==> src/rtl/engine_start_sequencer_pkg.sv <==
// Shared definitions for the engine start sequencer: state codes and
// parameter defaults. Package name is car_safety_pkg.
package car_safety_pkg;

  typedef logic [2:0] state_t;

  localparam logic [2:0] ST_OFF   = 3'd0;
  localparam logic [2:0] ST_ACC   = 3'd1;
  localparam logic [2:0] ST_CRANK = 3'd2;
  localparam logic [2:0] ST_RUN   = 3'd3;
  localparam logic [2:0] ST_ABORT = 3'd4;
  localparam logic [2:0] ST_LOCK  = 3'd5;

  localparam int CRANK_MAX_DEF  = 16;
  localparam int CHIME_HALF_DEF = 4;
  localparam int RETRY_MAX_DEF  = 3;

  // Ignition relay is energised whenever the engine is live or being cranked.
  function automatic logic ign_on(state_t s);
    return (s == ST_ACC) || (s == ST_CRANK) || (s == ST_RUN);
  endfunction

endpackage

==> src/rtl/engine_start_sequencer_if.sv <==
// Driver/interlock/relay bundle for the engine start sequencer.
// master = environment driving the inputs, slave = the sequencer.
interface engine_start_sequencer_if;
  import car_safety_pkg::*;

  logic   KEY;
  logic   START_BTN;
  logic   START_PERMIT;
  logic   WARN_PRI1;
  logic   CHIME_REQ;
  logic   ENG_RUN;
  logic   IGN;
  logic   STARTER;
  logic   BUZZER;
  state_t STATE;
  logic   LOCKOUT;

  modport master (
    output KEY, START_BTN, START_PERMIT, WARN_PRI1, CHIME_REQ, ENG_RUN,
    input  IGN, STARTER, BUZZER, STATE, LOCKOUT
  );

  modport slave (
    input  KEY, START_BTN, START_PERMIT, WARN_PRI1, CHIME_REQ, ENG_RUN,
    output IGN, STARTER, BUZZER, STATE, LOCKOUT
  );

endinterface

==> src/rtl/engine_start_sequencer_chime_gen.sv <==
// chime_gen: square-wave buzzer driver. While en is high the output goes
// high one cycle after en is first seen, then toggles every CHIME_HALF
// cycles. Dropping en clears the output and the phase next cycle.
module chime_gen #(
  parameter int CHIME_HALF = 4
) (
  input  logic CLK,
  input  logic RST_N,
  input  logic en,
  output logic buzzer
);

  localparam int PW = $clog2(CHIME_HALF + 1);

  logic [PW-1:0] phase;
  logic          armed;

  // Phase counter and buzzer level; the first enabled edge only arms.
  always_ff @(posedge CLK or negedge RST_N) begin
    if (!RST_N) begin
      phase  <= '0;
      armed  <= 1'b0;
      buzzer <= 1'b0;
    end else if (!en) begin
      phase  <= '0;
      armed  <= 1'b0;
      buzzer <= 1'b0;
    end else if (!armed) begin
      phase  <= '0;
      armed  <= 1'b1;
      buzzer <= 1'b1;
    end else if (phase == PW'(CHIME_HALF - 1)) begin
      phase  <= '0;
      buzzer <= ~buzzer;
    end else begin
      phase  <= phase + 1'b1;
    end
  end

endmodule

==> src/rtl/engine_start_sequencer.sv <==
// engine_start_sequencer: key/start-button FSM driving ignition and
// starter relays with a bounded crank window and a pulsed chime.
// Optional macro CRANK_LOCKOUT_EN adds a consecutive-failure counter and
// the LOCK state; without it LOCK is unreachable and LOCKOUT is tied low.
module engine_start_sequencer
  import car_safety_pkg::*;
#(
  parameter int CRANK_MAX  = CRANK_MAX_DEF,
  parameter int CHIME_HALF = CHIME_HALF_DEF,
  parameter int RETRY_MAX  = RETRY_MAX_DEF
) (
  input  logic                      CLK,
  input  logic                      RST_N,
  engine_start_sequencer_if.slave   bus
);

  localparam int CW = $clog2(CRANK_MAX);

  if (CRANK_MAX < 2 || CHIME_HALF < 1 || RETRY_MAX < 1) begin : g_bad_param
    $error("engine_start_sequencer: parameter out of range");
  end

  state_t        state_q, state_d;
  logic          btn_q;
  logic          btn_rise;
  logic [CW-1:0] crank_cnt;
  logic          crank_done;

  assign btn_rise   = bus.START_BTN & ~btn_q;
  assign crank_done = (crank_cnt == CW'(CRANK_MAX - 1));

`ifdef CRANK_LOCKOUT_EN
  localparam int RW = $clog2(RETRY_MAX + 1);
  logic [RW-1:0] retry_cnt;
  logic          retry_last;
  assign retry_last = (retry_cnt == RW'(RETRY_MAX - 1));
`endif

  // Next-state decode; KEY removal overrides everything.
  always_comb begin
    state_d = state_q;
    case (state_q)
      ST_OFF:   if (bus.KEY) state_d = ST_ACC;
      ST_ACC:   if (btn_rise && bus.START_PERMIT && !bus.WARN_PRI1) state_d = ST_CRANK;
      ST_CRANK: begin
        if (bus.ENG_RUN)           state_d = ST_RUN;
        else if (!bus.START_PERMIT) state_d = ST_ABORT;
        else if (crank_done)       state_d = ST_ABORT;
      end
      ST_RUN:   if (!bus.ENG_RUN) state_d = ST_ACC;
`ifdef CRANK_LOCKOUT_EN
      ST_ABORT: state_d = retry_last ? ST_LOCK : ST_ACC;
      ST_LOCK:  state_d = ST_LOCK;
`else
      ST_ABORT: state_d = ST_ACC;
`endif
      default:  state_d = ST_OFF;
    endcase
    if (!bus.KEY) state_d = ST_OFF;
  end

  // State register and previous-button sample for edge detection.
  always_ff @(posedge CLK or negedge RST_N) begin
    if (!RST_N) begin
      state_q <= ST_OFF;
      btn_q   <= 1'b0;
    end else begin
      state_q <= state_d;
      btn_q   <= bus.START_BTN;
    end
  end

  // Crank timer: zero outside CRANK so every crank attempt starts fresh.
  always_ff @(posedge CLK or negedge RST_N) begin
    if (!RST_N)                  crank_cnt <= '0;
    else if (state_q != ST_CRANK) crank_cnt <= '0;
    else if (!crank_done)        crank_cnt <= crank_cnt + 1'b1;
  end

`ifdef CRANK_LOCKOUT_EN
  // Consecutive failed cranks; a successful start or key-off forgives them.
  always_ff @(posedge CLK or negedge RST_N) begin
    if (!RST_N)
      retry_cnt <= '0;
    else if (state_d == ST_RUN || state_d == ST_OFF)
      retry_cnt <= '0;
    else if (state_q == ST_ABORT && retry_cnt != RW'(RETRY_MAX))
      retry_cnt <= retry_cnt + 1'b1;
  end
  assign bus.LOCKOUT = (state_q == ST_LOCK);
`else
  assign bus.LOCKOUT = 1'b0;
`endif

  // Relay outputs decode straight from the state register so an
  // asynchronous reset drops the starter without waiting for a clock.
  assign bus.IGN     = ign_on(state_q);
  assign bus.STARTER = (state_q == ST_CRANK);
  assign bus.STATE   = state_q;

  chime_gen #(.CHIME_HALF(CHIME_HALF)) u_chime (
    .CLK    (CLK),
    .RST_N  (RST_N),
    .en     (bus.CHIME_REQ && (state_q != ST_OFF)),
    .buzzer (bus.BUZZER)
  );

endmodule

==> src/flat_wrapper.sv <==
// flat-port wrapper written by rule: the top's interface ports become plain ports
module engine_start_sequencer_flat import car_safety_pkg::*;
#(
  parameter int CRANK_MAX  = CRANK_MAX_DEF,
  parameter int CHIME_HALF = CHIME_HALF_DEF,
  parameter int RETRY_MAX  = RETRY_MAX_DEF
)
  (CLK, RST_N, bus_KEY, bus_START_BTN, bus_START_PERMIT, bus_WARN_PRI1, bus_CHIME_REQ, bus_ENG_RUN, bus_IGN, bus_STARTER, bus_BUZZER, bus_STATE, bus_LOCKOUT);
  engine_start_sequencer_if bus_i ();
  input  logic CLK;
  input  logic RST_N;
  input wire logic [$bits(bus_i.KEY)-1:0] bus_KEY;
  input wire logic [$bits(bus_i.START_BTN)-1:0] bus_START_BTN;
  input wire logic [$bits(bus_i.START_PERMIT)-1:0] bus_START_PERMIT;
  input wire logic [$bits(bus_i.WARN_PRI1)-1:0] bus_WARN_PRI1;
  input wire logic [$bits(bus_i.CHIME_REQ)-1:0] bus_CHIME_REQ;
  input wire logic [$bits(bus_i.ENG_RUN)-1:0] bus_ENG_RUN;
  output wire logic [$bits(bus_i.IGN)-1:0] bus_IGN;
  output wire logic [$bits(bus_i.STARTER)-1:0] bus_STARTER;
  output wire logic [$bits(bus_i.BUZZER)-1:0] bus_BUZZER;
  output wire logic [$bits(bus_i.STATE)-1:0] bus_STATE;
  output wire logic [$bits(bus_i.LOCKOUT)-1:0] bus_LOCKOUT;
  assign bus_i.KEY = bus_KEY;
  assign bus_i.START_BTN = bus_START_BTN;
  assign bus_i.START_PERMIT = bus_START_PERMIT;
  assign bus_i.WARN_PRI1 = bus_WARN_PRI1;
  assign bus_i.CHIME_REQ = bus_CHIME_REQ;
  assign bus_i.ENG_RUN = bus_ENG_RUN;
  assign bus_IGN = bus_i.IGN;
  assign bus_STARTER = bus_i.STARTER;
  assign bus_BUZZER = bus_i.BUZZER;
  assign bus_STATE = bus_i.STATE;
  assign bus_LOCKOUT = bus_i.LOCKOUT;
  engine_start_sequencer #(.CRANK_MAX(CRANK_MAX), .CHIME_HALF(CHIME_HALF), .RETRY_MAX(RETRY_MAX)) u_core (.CLK(CLK), .RST_N(RST_N), .bus(bus_i));
endmodule
==> config.mk <==
export PLATFORM = sky130hd
export DESIGN_NAME = engine_start_sequencer_flat
export DESIGN_NICKNAME = d
export VERILOG_FILES = /design/src/rtl/engine_start_sequencer_pkg.sv /design/src/rtl/engine_start_sequencer_if.sv /design/src/rtl/engine_start_sequencer_chime_gen.sv /design/src/rtl/engine_start_sequencer.sv /design/src/flat_wrapper.sv
export SDC_FILE = /design/constraint.sdc
export NUM_CORES = 1
export LEC_CHECK = 0
export CORE_MARGIN = 2
export CORE_UTILIZATION = 40
export CTS_CLUSTER_SIZE = 28
export DETAILED_ROUTE_END_ITERATION = 16
export GPL_ROUTABILITY_DRIVEN = 0
export PLACE_DENSITY = 0.67
export SLEW_MARGIN = 40
export SYNTH_ARGS = -nofsm -noshare
export SYNTH_HDL_FRONTEND = slang
export SYNTH_SLANG_ARGS = --single-unit
export TNS_END_PERCENT = 20
==> constraint.sdc <==
create_clock -name CLK -period 3 [get_ports CLK]
set_clock_uncertainty 0.15 [all_clocks]
set_input_delay 0.6 -clock CLK [delete_from_list [all_inputs] [get_ports CLK]]
set_output_delay 0.6 -clock CLK [all_outputs]
set_load 0.02 [all_outputs]
## Yosys cells after proc, flatten, opt, wreduce, memory -nomap -nowiden

Cells that the tools add are included.

- Input bits: 8
- Bits in writable memories: 0
- Output and inout port bits: 7
- Bits in latches: 0
- Register bits: 13
- Word-level logic and storage cells: 49
- Memories: 0
- Memory bits (read-only): 0

- Divide/modulo/power cells: 0
- Bitwise operators: 3
- Shifts and indexed selects: 0
- Reduce and logical (&&, ||, !) cells: 10
- Order comparisons: 0
- Add/subtract/negate cells: 2
- Mux-type cells: 16
- Multiply operators: 0
- Equality and inequality tests: 12

Operators by type and width:

| operator | number |
|---|---|
| two-way mux 3 bit | 9 |
| case mux 3 bit (4 select lines) | 1 |
| == test 3 x 2 -> 1 bit, second input constant | 3 |
| != test 3 x 2 -> 1 bit, second input constant | 3 |
| two-way mux 4 bit | 2 |
| != test 5 x 4 -> 1 bit, second input constant | 1 |
| adder 4 x 1 -> 4 bit, second input constant | 1 |
| == test 4 bit, second input constant | 1 |
| two-way mux 1 bit | 4 |
| adder 3 x 1 -> 3 bit, second input constant | 1 |
| == test 3 x 1 -> 1 bit, second input constant | 1 |
| == test 3 bit, second input constant | 1 |
| logical AND 1 bit | 3 |
| logical NOT 3 bit | 1 |
| != test 3 bit, second input constant | 1 |
| AND reduction 3 bit | 1 |
| nonzero test 3 bit | 1 |
| logical OR 1 bit | 2 |
| != test 2 bit, second input constant | 1 |
| inverter 1 bit | 2 |
| OR reduction 2 bit | 1 |
| AND 1 bit | 1 |
| logical NOT 1 bit | 1 |

## Logic depth before layout (Yosys ltp)

- Depth in word-level cells: 7
- Mapped depth: 4
- Mapped depth without buffers: 4

## By module

From an unflattened synthesis, not the netlist that was laid out.

- Cells, all modules: 56
- Area, all modules: 633.1 um^2

Modules (own cells, without submodules):

| module | cells each | area an instance (um^2) | times used | sequential area each (um^2) |
|---|---|---|---|---|
| engine_start_sequencer | 42 | 436.7 | 1 | 200.2 |
| chime_gen | 14 | 196.4 | 1 | 125.1 |

## Worst setup path after synthesis

No wires, ideal clock.

- Path kind: register -> output
- Start point: register u_core.state_q[0] (netlist: u_core.bus.STATE[0])
- End point: output port bus_STARTER
- Data arrival time: 1103 ps
- Path slack: 1147 ps
- Required time: 2250 ps
- Cell stages (with the launch flop): 4
- Path buffers: 0
- Cell sequence: dfrtp_1 > nand2b_1 > or2_4 > inv_1

- Longest elaborated chain between the ends: 1

Ends and longest elaborated chain:

| element | line | RTL |
|---|---|---|
| from (decl) | engine_start_sequencer.sv:23 | `state_t state_q, state_d;` |
| from (signal assigned) | engine_start_sequencer.sv:68 | `state_q <= state_d;` |
| == test 3 x 2 -> 1 bit | engine_start_sequencer.sv:98 | `assign bus.STARTER = (state_q == ST_CRANK);` |
| to (decl) | flat_wrapper.sv:19 | `output wire logic [$bits(bus_i.STARTER)-1:0] bus_STARTER;` |

No other way between the ends.

## Worst setup path after layout

Ends and elaborated chain as after synthesis.

==> reports/results.tsv <==
stage	metric	value	unit
worst_setup_path	kind of critical path	reg -> out	
global_routing	Most Crowded Layer GR	met2	
layout	layout cells sized above 1	12.86	%
timing	fin crit share	86.04	%
yosys	YS warnings	0	
timing	RSZ-0062 raised after global routing	no	
power	PD cells	415.4	nW/um^2
global_routing	largest net degree at the start of global routing	14	
route	Routed WL	1005	um
floorplanning	starting density of the core	41.33	%
global_routing	vias in the first global route	423	
yosys	post-synthesis sequential area ratio	53.50	%
clocking	Root Buffer	clkbuf_4	
yosys	Syn Inst Count	54	
power	total chip power	0.3227	mW
outcome	status	completed	
route	Residual DRC	0	
clocking	H-tree levels	1	
yosys	Syn Std Cell Area	608.1	sq um
worst_setup_path	crit start category	flop	
route	1st-iter DRT viols	3	
power	Psw	0.07235	mW
clocking	CTS Buf Count	3	
power	sequential power share	56.8	%
yosys	synthesized area per cell	11.26	sq um
power	internal power	0.2504	mW
floorplanning	die width	42.99	um
timing	Setup TNS	0	ns
layout	most frequent cells in the layout	clkdlybuf4s50_1 (13), dfrtp_1 (13), nor2_1 (7)	
placed_design	# port buffers	13	
global_routing	GR Layer Usage met2	20.00	%
yosys	Seq cells post-synth	13	
floorplanning	Die H	42.99	um
route	routed vias	434	
timing	fin crit period	2.581	ns
route	first-pass detailed-route iteration total	2	
yosys	Netlist cell types	26	
worst_setup_path	Reg2Reg Setup Slack	1.54	ns
layout	nets	81	
global_routing	Congestion Overflow GR	0	
clocking	cts repair resizes	0	
floorplanning	num ports	15	
worst_setup_path	Worst EP arrival	1.83	ns
route	Routed Antenna Nets	0	
global_routing	initial antenna violation count	0	
power	Clk pwr share	31.9	%
worst_setup_path	critical path peak fanout	8	
timing	# setup viols final	0	
route	average wire per standard cell	11.69	um
layout	Diodes inserted	0	
worst_setup_path	Worst EP required	2.25	ns
global_routing	routing usage on met1	15.95	%
clocking	CTS tree	yes	
power	Lkg Pwr	0.3436	nW
global_routing	first-pass GRT wire length	1759	um
hold_path	min-delay worst type	reg -> reg	
power	Sw Share	22.42	%
global_routing	Tot GR Track Use	13.27	%
clocking	clk_lat worst skew	0.26	ns
floorplanning	core outline area	1471	sq um
clocking	CTS sink cnt	13	
layout	fin util	52.81	%
placed_design	DP HPWL	751.3	um
global_routing	M3 GR Usage	8.085	%
floorplanning	Cell Rows	14	
clocking	Worst-path clk slew	0.08	ns
clocking	Setup Buffers After CTS	0	
timing	worst slew pin tran	0.5670	ns
yosys	share of the synthesized area in the top cell type	53.50	%
yosys	post-synth top area cell	dfrtp_1	
timing	f_max	0.3874	GHz
power	Max IR drop VDD	0.2474	mV
yosys	Mapped Nets	64	
route	vias per cell	5.047	
floorplanning	die footprint	1848	sq um
clocking	worst-case clock buffer depth	2	
clocking	count of hold-fix buffers inserted at cts	0	
power	Comb pwr share	11.2	%
timing	Slew headroom	62.08	%
timing	max-slew violations	0	
yosys	Area contributors post-synth	dfrtp_1 (53%), nor2_1 (4.3%), ha_1 (4.1%)	
layout	# fillers	146	
timing	final hold viol count	0	
job	# Max-Cap Violations	0	
worst_setup_path	Worst setup EP type	output pin	
layout	synthesis-to-layout area growth	27.78	%
-- cell families after synthesis --
logic type               synth area share, %
AO/OA/AOI/OAI                          5.968
multiplexers                           1.646
AND/OR/NAND/NOR                        29.42
flip-flops                             53.50
other                                 0.6167
adder cells (fa/ha/maj)                4.115
buffers and inverters                  1.852
XOR/XNOR                               2.881
-- sequential cells by signal, indices dropped and copies added (netlist names) --
| register | count |
|---|---|
| u_core.u_chime.armed | 1 |
| u_core.crank_cnt | 4 |
| u_core.bus.STATE | 3 |
| u_core.btn_q | 1 |
| u_core.u_chime.phase | 3 |
| u_core.u_chime.buzzer | 1 |
-- critical path: stages, from the launching register on --
cell and delay [ns]:
dfrtp_1 0.45, nand2b_1 0.20, or2_4 0.27, inv_1 0.05, clkdlybuf4s50_1 0.59
-- metrics by stage --
step / cell area (sq um) / std cells / hold slack [ns] / worst slack, ns
after floorplan: 608.1 / 54 / 0.1544 / 1.147
after global placement: 750.7 / 82 / 0.2860 / 0.7383
after detailed placement: 750.7 / 82 / 0.2931 / 0.7103
after CTS: 777.0 / 86 / 0.3037 / 0.4082
after global routing: 777.0 / 86 / 0.3288 / 0.2978
final: 777.0 / 86 / 0.2961 / 0.4189
-- cells in the mapped netlist --
library cell and number:
dfrtp_1 13, nor2_1 7, nand2_1 3, nor3b_1 3
a31oi_1 2, and3_1 2, ha_1 2, nand2b_1 2
nor3_2 2, xnor2_1 2, a21boi_0 1, buf_4 1
conb_1 1, inv_1 1, mux2i_1 1, nand3_1 1
nand3_2 1, nand3b_1 1, nand4b_1 1, nor2b_1 1
nor3_1 1, nor4_2 1, nor4bb_1 1, o22ai_1 1
o31a_2 1, or2_4 1
-- layer usage --
layer	up-vias	share of wire [%]
met1	195	50
li1	223	-
met2	14	41
met4	0	0.70
met3	2	8.2
met5	-	0
-- layout make-up --
class,count,area (sq um),area share [%]
Sequential cell,13,325.3,41.87
Multi-Input combinational cell,39,271.5,34.94
Timing Repair Buffer,13,130.1,16.75
Clock buffer,4,26.28,3.382
Tap cell,16,20.02,2.576
Inverter,1,3.754,0.4831
-- path summary, 6_finish.rpt --
| kind | from | endpoint | depth (start not counted) |
|---|---|---|---|
| setup / recovery | u_core.bus.STATE[0]$_DFFE_PN0P_ | bus_STARTER | 4 |
| setup reg to reg | u_core.crank_cnt[0]$_DFFE_PN0P_ | u_core.bus.STATE[2]$_DFFE_PN0P_ | 4 |
| max in group asynchronous | RST_N | u_core.crank_cnt[3]$_DFFE_PN0P_ | 1 |
| min in group asynchronous | RST_N | u_core.u_chime.phase[1]$_DFF_PN0_ | 1 |
| hold reg to reg | u_core.u_chime.phase[0]$_DFF_PN0_ | u_core.u_chime.phase[0]$_DFF_PN0_ | 1 |
| hold / removal | u_core.u_chime.phase[0]$_DFF_PN0_ | u_core.u_chime.phase[0]$_DFF_PN0_ | 1 |
-- power groups by stage --
stage	Combinational, mW	Sequential, mW	Clock (mW)
after CTS	0.0368	0.183	0.109
final	0.0363	0.183	0.103
after floorplan	0.0128	0.189	0
after global routing	0.0397	0.184	0.117
after detailed placement	0.0366	0.187	0
after global placement	0.0368	0.187	0
Power figures use the tool's default switching activity.
